<file path="config.mk">
export PLATFORM = sky130hd
export DESIGN_NAME = td4_core_p
export DESIGN_NICKNAME = d
export VERILOG_FILES = /design/src/rtl/td4_core_p.sv
export SDC_FILE = /design/constraint.sdc
export NUM_CORES = 1
export LEC_CHECK = 0
export ABC_AREA = 1
export ABC_CLOCK_PERIOD_IN_PS = 1850
export CELL_PAD_IN_SITES_DETAIL_PLACEMENT = 0
export CELL_PAD_IN_SITES_GLOBAL_PLACEMENT = 1
export CORE_AREA = 10 10 71 73
export CTS_CLUSTER_DIAMETER = 150
export DETAILED_ROUTE_END_ITERATION = 10
export DIE_AREA = 0 0 81 83
export HOLD_SLACK_MARGIN = 0.12
export PLACE_DENSITY_LB_ADDON = 0.1
export SLEW_MARGIN = 30
export SYNTH_ARGS = -nofsm -noshare
export SYNTH_HDL_FRONTEND = slang
export SYNTH_SLANG_ARGS = --single-unit
</file>
<file path="constraint.sdc">
create_clock -name clk -period 1.85 [get_ports clk]
set_input_delay 0.37 -clock clk [delete_from_list [all_inputs] [get_ports clk]]
set_output_delay 0.37 -clock clk [all_outputs]
set_load 0.01 [all_outputs]
</file>
<file path="src/rtl/td4_core_p.sv">
// td4_core_p: parametrised TD4 core with carry flag, jumps, IN/OUT ports, step enable and halt detection.
// The program ROM is combinational from pc_out; one instruction retires on every enabled rising edge.
module td4_core_p #(
  parameter int DATA_W  = 4,
  parameter int ADDR_W  = 4,
  parameter int OPC_REV = 1
) (
  input  logic              clk,
  input  logic              rst_n,
  input  logic              en,
  input  logic [3:0]        opcode,
  input  logic [DATA_W-1:0] immediate,
  input  logic [DATA_W-1:0] io_input,
  output logic [DATA_W-1:0] regA_o,
  output logic [DATA_W-1:0] regB_o,
  output logic [ADDR_W-1:0] pc_out,
  output logic [DATA_W-1:0] regOut,
  output logic              carry,
  output logic              halted
);

  localparam logic [3:0] OP_ADD_A  = 4'b0000;
  localparam logic [3:0] OP_MOV_AB = 4'b0001;
  localparam logic [3:0] OP_IN_A   = 4'b0010;
  localparam logic [3:0] OP_MOV_AI = 4'b0011;
  localparam logic [3:0] OP_MOV_BA = 4'b0100;
  localparam logic [3:0] OP_ADD_B  = 4'b0101;
  localparam logic [3:0] OP_IN_B   = 4'b0110;
  localparam logic [3:0] OP_MOV_BI = 4'b0111;
  localparam logic [3:0] OP_OUT_B  = 4'b1001;
  localparam logic [3:0] OP_OUT_IM = 4'b1011;
  localparam logic [3:0] OP_JNC    = 4'b1110;
  localparam logic [3:0] OP_JMP    = 4'b1111;

  logic [3:0] op;

  // Board ROMs store the opcode LSB-first; flip it back to canonical order here.
  genvar gi;
  generate
    for (gi = 0; gi < 4; gi++) begin : g_dec
      if (OPC_REV != 0) begin : g_rev
        assign op[gi] = opcode[3-gi];
      end else begin : g_fwd
        assign op[gi] = opcode[gi];
      end
    end
  endgenerate

  logic [DATA_W-1:0] a_reg;
  logic [DATA_W-1:0] b_reg;
  logic [DATA_W-1:0] out_reg;
  logic [ADDR_W-1:0] pc_reg;
  logic              carry_reg;
  logic              halted_reg;

  logic [DATA_W-1:0] src;
  logic [DATA_W-1:0] addend;
  logic [DATA_W:0]   sum;
  logic              wr_a;
  logic              wr_b;
  logic              wr_out;
  logic              take_jump;
  logic [ADDR_W-1:0] target;
  logic [ADDR_W-1:0] pc_next;

  always_comb begin
    src       = '0;
    addend    = '0;
    wr_a      = 1'b0;
    wr_b      = 1'b0;
    wr_out    = 1'b0;
    take_jump = 1'b0;
    case (op)
      OP_ADD_A:  begin src = a_reg;     addend = immediate; wr_a = 1'b1; end
      OP_MOV_AB: begin src = b_reg;     wr_a = 1'b1; end
      OP_IN_A:   begin src = io_input;  wr_a = 1'b1; end
      OP_MOV_AI: begin src = immediate; wr_a = 1'b1; end
      OP_MOV_BA: begin src = a_reg;     wr_b = 1'b1; end
      OP_ADD_B:  begin src = b_reg;     addend = immediate; wr_b = 1'b1; end
      OP_IN_B:   begin src = io_input;  wr_b = 1'b1; end
      OP_MOV_BI: begin src = immediate; wr_b = 1'b1; end
      OP_OUT_B:  begin src = b_reg;     wr_out = 1'b1; end
      OP_OUT_IM: begin src = immediate; wr_out = 1'b1; end
      OP_JNC:    take_jump = ~carry_reg;
      OP_JMP:    take_jump = 1'b1;
      default:   ;
    endcase
  end

  // Non-ADD ops have a zero addend, so the carry-out is naturally 0 for them.
  assign sum     = {1'b0, src} + {1'b0, addend};
  assign target  = immediate[ADDR_W-1:0];
  assign pc_next = take_jump ? target : pc_reg + ADDR_W'(1);

  always_ff @(posedge clk or negedge rst_n) begin
    if (!rst_n) begin
      a_reg      <= '0;
      b_reg      <= '0;
      out_reg    <= '0;
      pc_reg     <= '0;
      carry_reg  <= 1'b0;
      halted_reg <= 1'b0;
    end else if (en) begin
      if (wr_a)   a_reg   <= sum[DATA_W-1:0];
      if (wr_b)   b_reg   <= sum[DATA_W-1:0];
      if (wr_out) out_reg <= sum[DATA_W-1:0];
      carry_reg <= sum[DATA_W];
      pc_reg    <= pc_next;
      if (take_jump && (target == pc_reg)) halted_reg <= 1'b1;
    end
  end

  assign regA_o = a_reg;
  assign regB_o = b_reg;
  assign regOut = out_reg;
  assign pc_out = pc_reg;
  assign carry  = carry_reg;
  assign halted = halted_reg;

endmodule

</file>
==> flow_metrics.py <==
metrics = {
    "routing": {
        "num_vias": 1170,
        "first_pass_iters": 5,
        "drt_iter0_drc": 49,
        "antenna_left": 0,
        "wire_per_inst_um": 13.2,
        "drt_wl_total_um": 3460,
        "drc": 0,
        "vias_per_cell": 4.45,
    },
    "worst_setup_path": {
        "required_ns": 2.00,
        "cp_max_fo": 3,
        "cp.arrival_ns": 1.90,
        "critPathLaunchType": "primary input",
        "critPathCaptureType": "flop",
        "criticalPathCategory": "in -> reg",
    },
    "final_layout": {
        "syn_to_final_growth_pct": 50.5,
        "layout-drive-gt1-share": 0.237,
        "stdcell_count": 263,
        "antenna_cells": 0,
        "final_cell_area_um2": 1770,
        "nNetsFinal": 237,
    },
    "global_route": {
        "grt_util_met1": 0.137,
        "grt_pass1_vias": 1192,
        "antenna_found_initial": 0,
        "met3_usage": 0.0259,
        "overflow": 0,
        "grtUsageTotal": 0.106,
        "grt_pass1_wl_um": 5710,
        "use_met2": 0.170,
        "grt_max_degree": 19,
        "busiest_layer": "met2",
    },
    "cts": {
        "hold_buffers": 0,
        "cts.sinks": 18,
        "cts_post_setup_buffers_inserted": 0,
        "clock_path_buffers": 2,
        "cts_buffers": 3,
        "clockRootBuffer": "clkbuf_8",
        "cts.htree.levels": 1,
        "cts_tree": "yes",
        "clk_pin_slew_worst_paths_ns": 0.08,
        "insertion_delay_ns": 0.26,
    },
    "synthesis": {
        "ys_seq_area_frac": 0.382,
        "ys_types": 23,
        "avgSynthCellArea_um2": 7.14,
        "netlist_instances": 165,
        "ys_seq_elements": 18,
        "syn_area_um2": 1180,
        "ys_warn_count": 0,
        "syn-num-nets": 186,
    },
    "placement": {
        "placed_cells": 259,
        "dpl.hpwl_um": 2870,
        "port_buffers": 32,
        "dpl_cell_area_um2": 1660,
        "gp_congestion": 0.826,
    },
    "die": {
        "fp.dieW_um": 81,
        "core-area_um2": 3630,
        "std_cell_rows": 22,
        "die_area_um2": 6720,
        "start_util": 0.324,
        "die_y_um": 83,
        "pin_count": 33,
    },
    "sta": {
        "slew_viol_final": 0,
        "setup_viol": 0,
        "hold_viol": 0,
        "timing.fmax_mhz": 573,
        "finalSetupTns_ns": 0,
        "skew_ns": 0.00939,
        "fin_crit_sh": 0.944,
        "max_slew_margin": 0.831,
        "period_minus_slack_ns": 1.75,
        "holdWs_ns": 0.438,
        "worst_pin_slew_ns": 0.253,
    },
    "flow_run": {
        "max-cap-violations": 0,
    },
    "power_and_ir_drop": {
        "vdd_drop_max_uv": 349,
        "pwr_density_cell_nw_per_um2": 790,
        "p_leak_nw": 0.880,
    },
    "outcome": {
        "outcome": "finished, final reports clean",
    },
    "min_path": {
        "min_path_type": "in -> async",
    },
}
## metrics by stage
step | worst slack, ns | utilization | power, mW
finish | 0.104 | 0.488 | 1.40
global placement | -0.694 | 0.458 | 1.07
floorplan | 0.0693 | - | 0.786
detailed placement | -0.706 | 0.458 | 1.07
CTS | 0.0191 | 0.483 | 1.42
global route | -0.00211 | 0.488 | 1.51
## per-layer routing
| metal | share of wire | vias to the layer above |
|---|---|---|
| met5 | 0 | - |
| met4 | 0.0055 | 0 |
| met3 | 0.058 | 2 |
| met2 | 0.47 | 21 |
| met1 | 0.46 | 514 |
| li1 | - | 633 |
## repair_timing
action	CTS	global route
pin swaps	3	7
endpoints found under the setup margin	12	10
gates cloned	0	0
gates resized for setup	23	17
## report_power, final
part           leakage, nW  switching, mW  internal (mW)
Combinational        0.622          0.247          0.278
Clock               0.0288          0.141          0.189
Sequential           0.230         0.0762          0.470
## cell families after synthesis
kind of cell | after synthesis | share of synthesized area
and+or+nand+nor | 104 | 0.387
buffers and inverters | 21 | 0.0701
DFF | 18 | 0.382
AOI/OAI and AO/OA | 13 | 0.0679
adders and majority gates | 6 | 0.0701
xor gates and xnor gates | 3 | 0.0223
## worst paths after layout
path / endpoint / from / slack [ns] / depth (start not counted)
min: pc_out[2]$_DFFE_PN0P_ / rst_n / 0.44 / 2
max: regA_o[3]$_DFFE_PN0P_ / opcode[2] / 0.10 / 12
max in group asynchronous: regB_o[0]$_DFFE_PN0P_ / rst_n / 1.20 / 2
min in group clk: halted$_DFFE_PN0P_ / halted$_DFFE_PN0P_ / 0.46 / 2
max reg2reg: regB_o[1]$_DFFE_PN0P_ / regB_o[0]$_DFFE_PN0P_ / 0.27 / 6
min reg2reg: halted$_DFFE_PN0P_ / halted$_DFFE_PN0P_ / 0.46 / 2
## cells in the mapped netlist
| master | n | share of area |
|---|---|---|
| a21oi_1 | 2 | 0.0085 |
| a31oi_2 | 1 | 0.011 |
| buf_4 | 1 | 0.0064 |
| dfrtp_1 | 18 | 0.38 |
| fa_1 | 1 | 0.017 |
| ha_1 | 5 | 0.053 |
| inv_1 | 15 | 0.048 |
| inv_2 | 5 | 0.016 |
| nand2_1 | 63 | 0.20 |
| nand2_2 | 2 | 0.011 |
| nand2_4 | 1 | 0.0096 |
| nand3_1 | 16 | 0.068 |
| nand3b_1 | 1 | 0.0064 |
| nand4_1 | 5 | 0.027 |
| nor2_1 | 10 | 0.032 |
| nor2_2 | 3 | 0.016 |
| nor2_4 | 1 | 0.0096 |
| nor3_1 | 2 | 0.0085 |
| o21ai_0 | 6 | 0.025 |
| o21ai_1 | 2 | 0.0085 |
| o21ai_2 | 2 | 0.015 |
| xnor2_1 | 2 | 0.015 |
| xor2_1 | 1 | 0.0074 |
## cell usage in the layout, fill, tap and decap left out, drive strengths merged, types with 2 or more instances in the layout
| cell type | instances |
|---|---|
| o21ai | 10 |
| a21oi | 2 |
| xnor2 | 2 |
| ha | 5 |
| clkbuf | 5 |
| nor2 | 14 |
| dfrtp | 18 |
| nand3 | 16 |
| nand2 | 66 |
| clkdlybuf4s50 | 27 |
| nand4 | 5 |
| nor3 | 2 |
| buf | 18 |
| inv | 20 |
## layout make-up
type / instances / area (µm²)
fillers: 397 / 1860
multi-input cells: 126 / 709
flip-flops and latches: 18 / 450
repair buffers: 47 / 424
inverters: 20 / 75.1
well taps: 48 / 60.1
clock buffers: 4 / 55.1
## worst max-delay path, stage by stage
cell      delay (ns)
buf_4           0.13
inv_2           0.10
nand2_4         0.07
nor2_2          0.13
a31oi_2         0.05
buf_4           0.16
nor2_1          0.10
ha_1            0.28
a21oi_2         0.19
nand3b_1        0.14
nand3_1         0.11
nand2_1         0.06
Power figures use the tool's default switching activity.
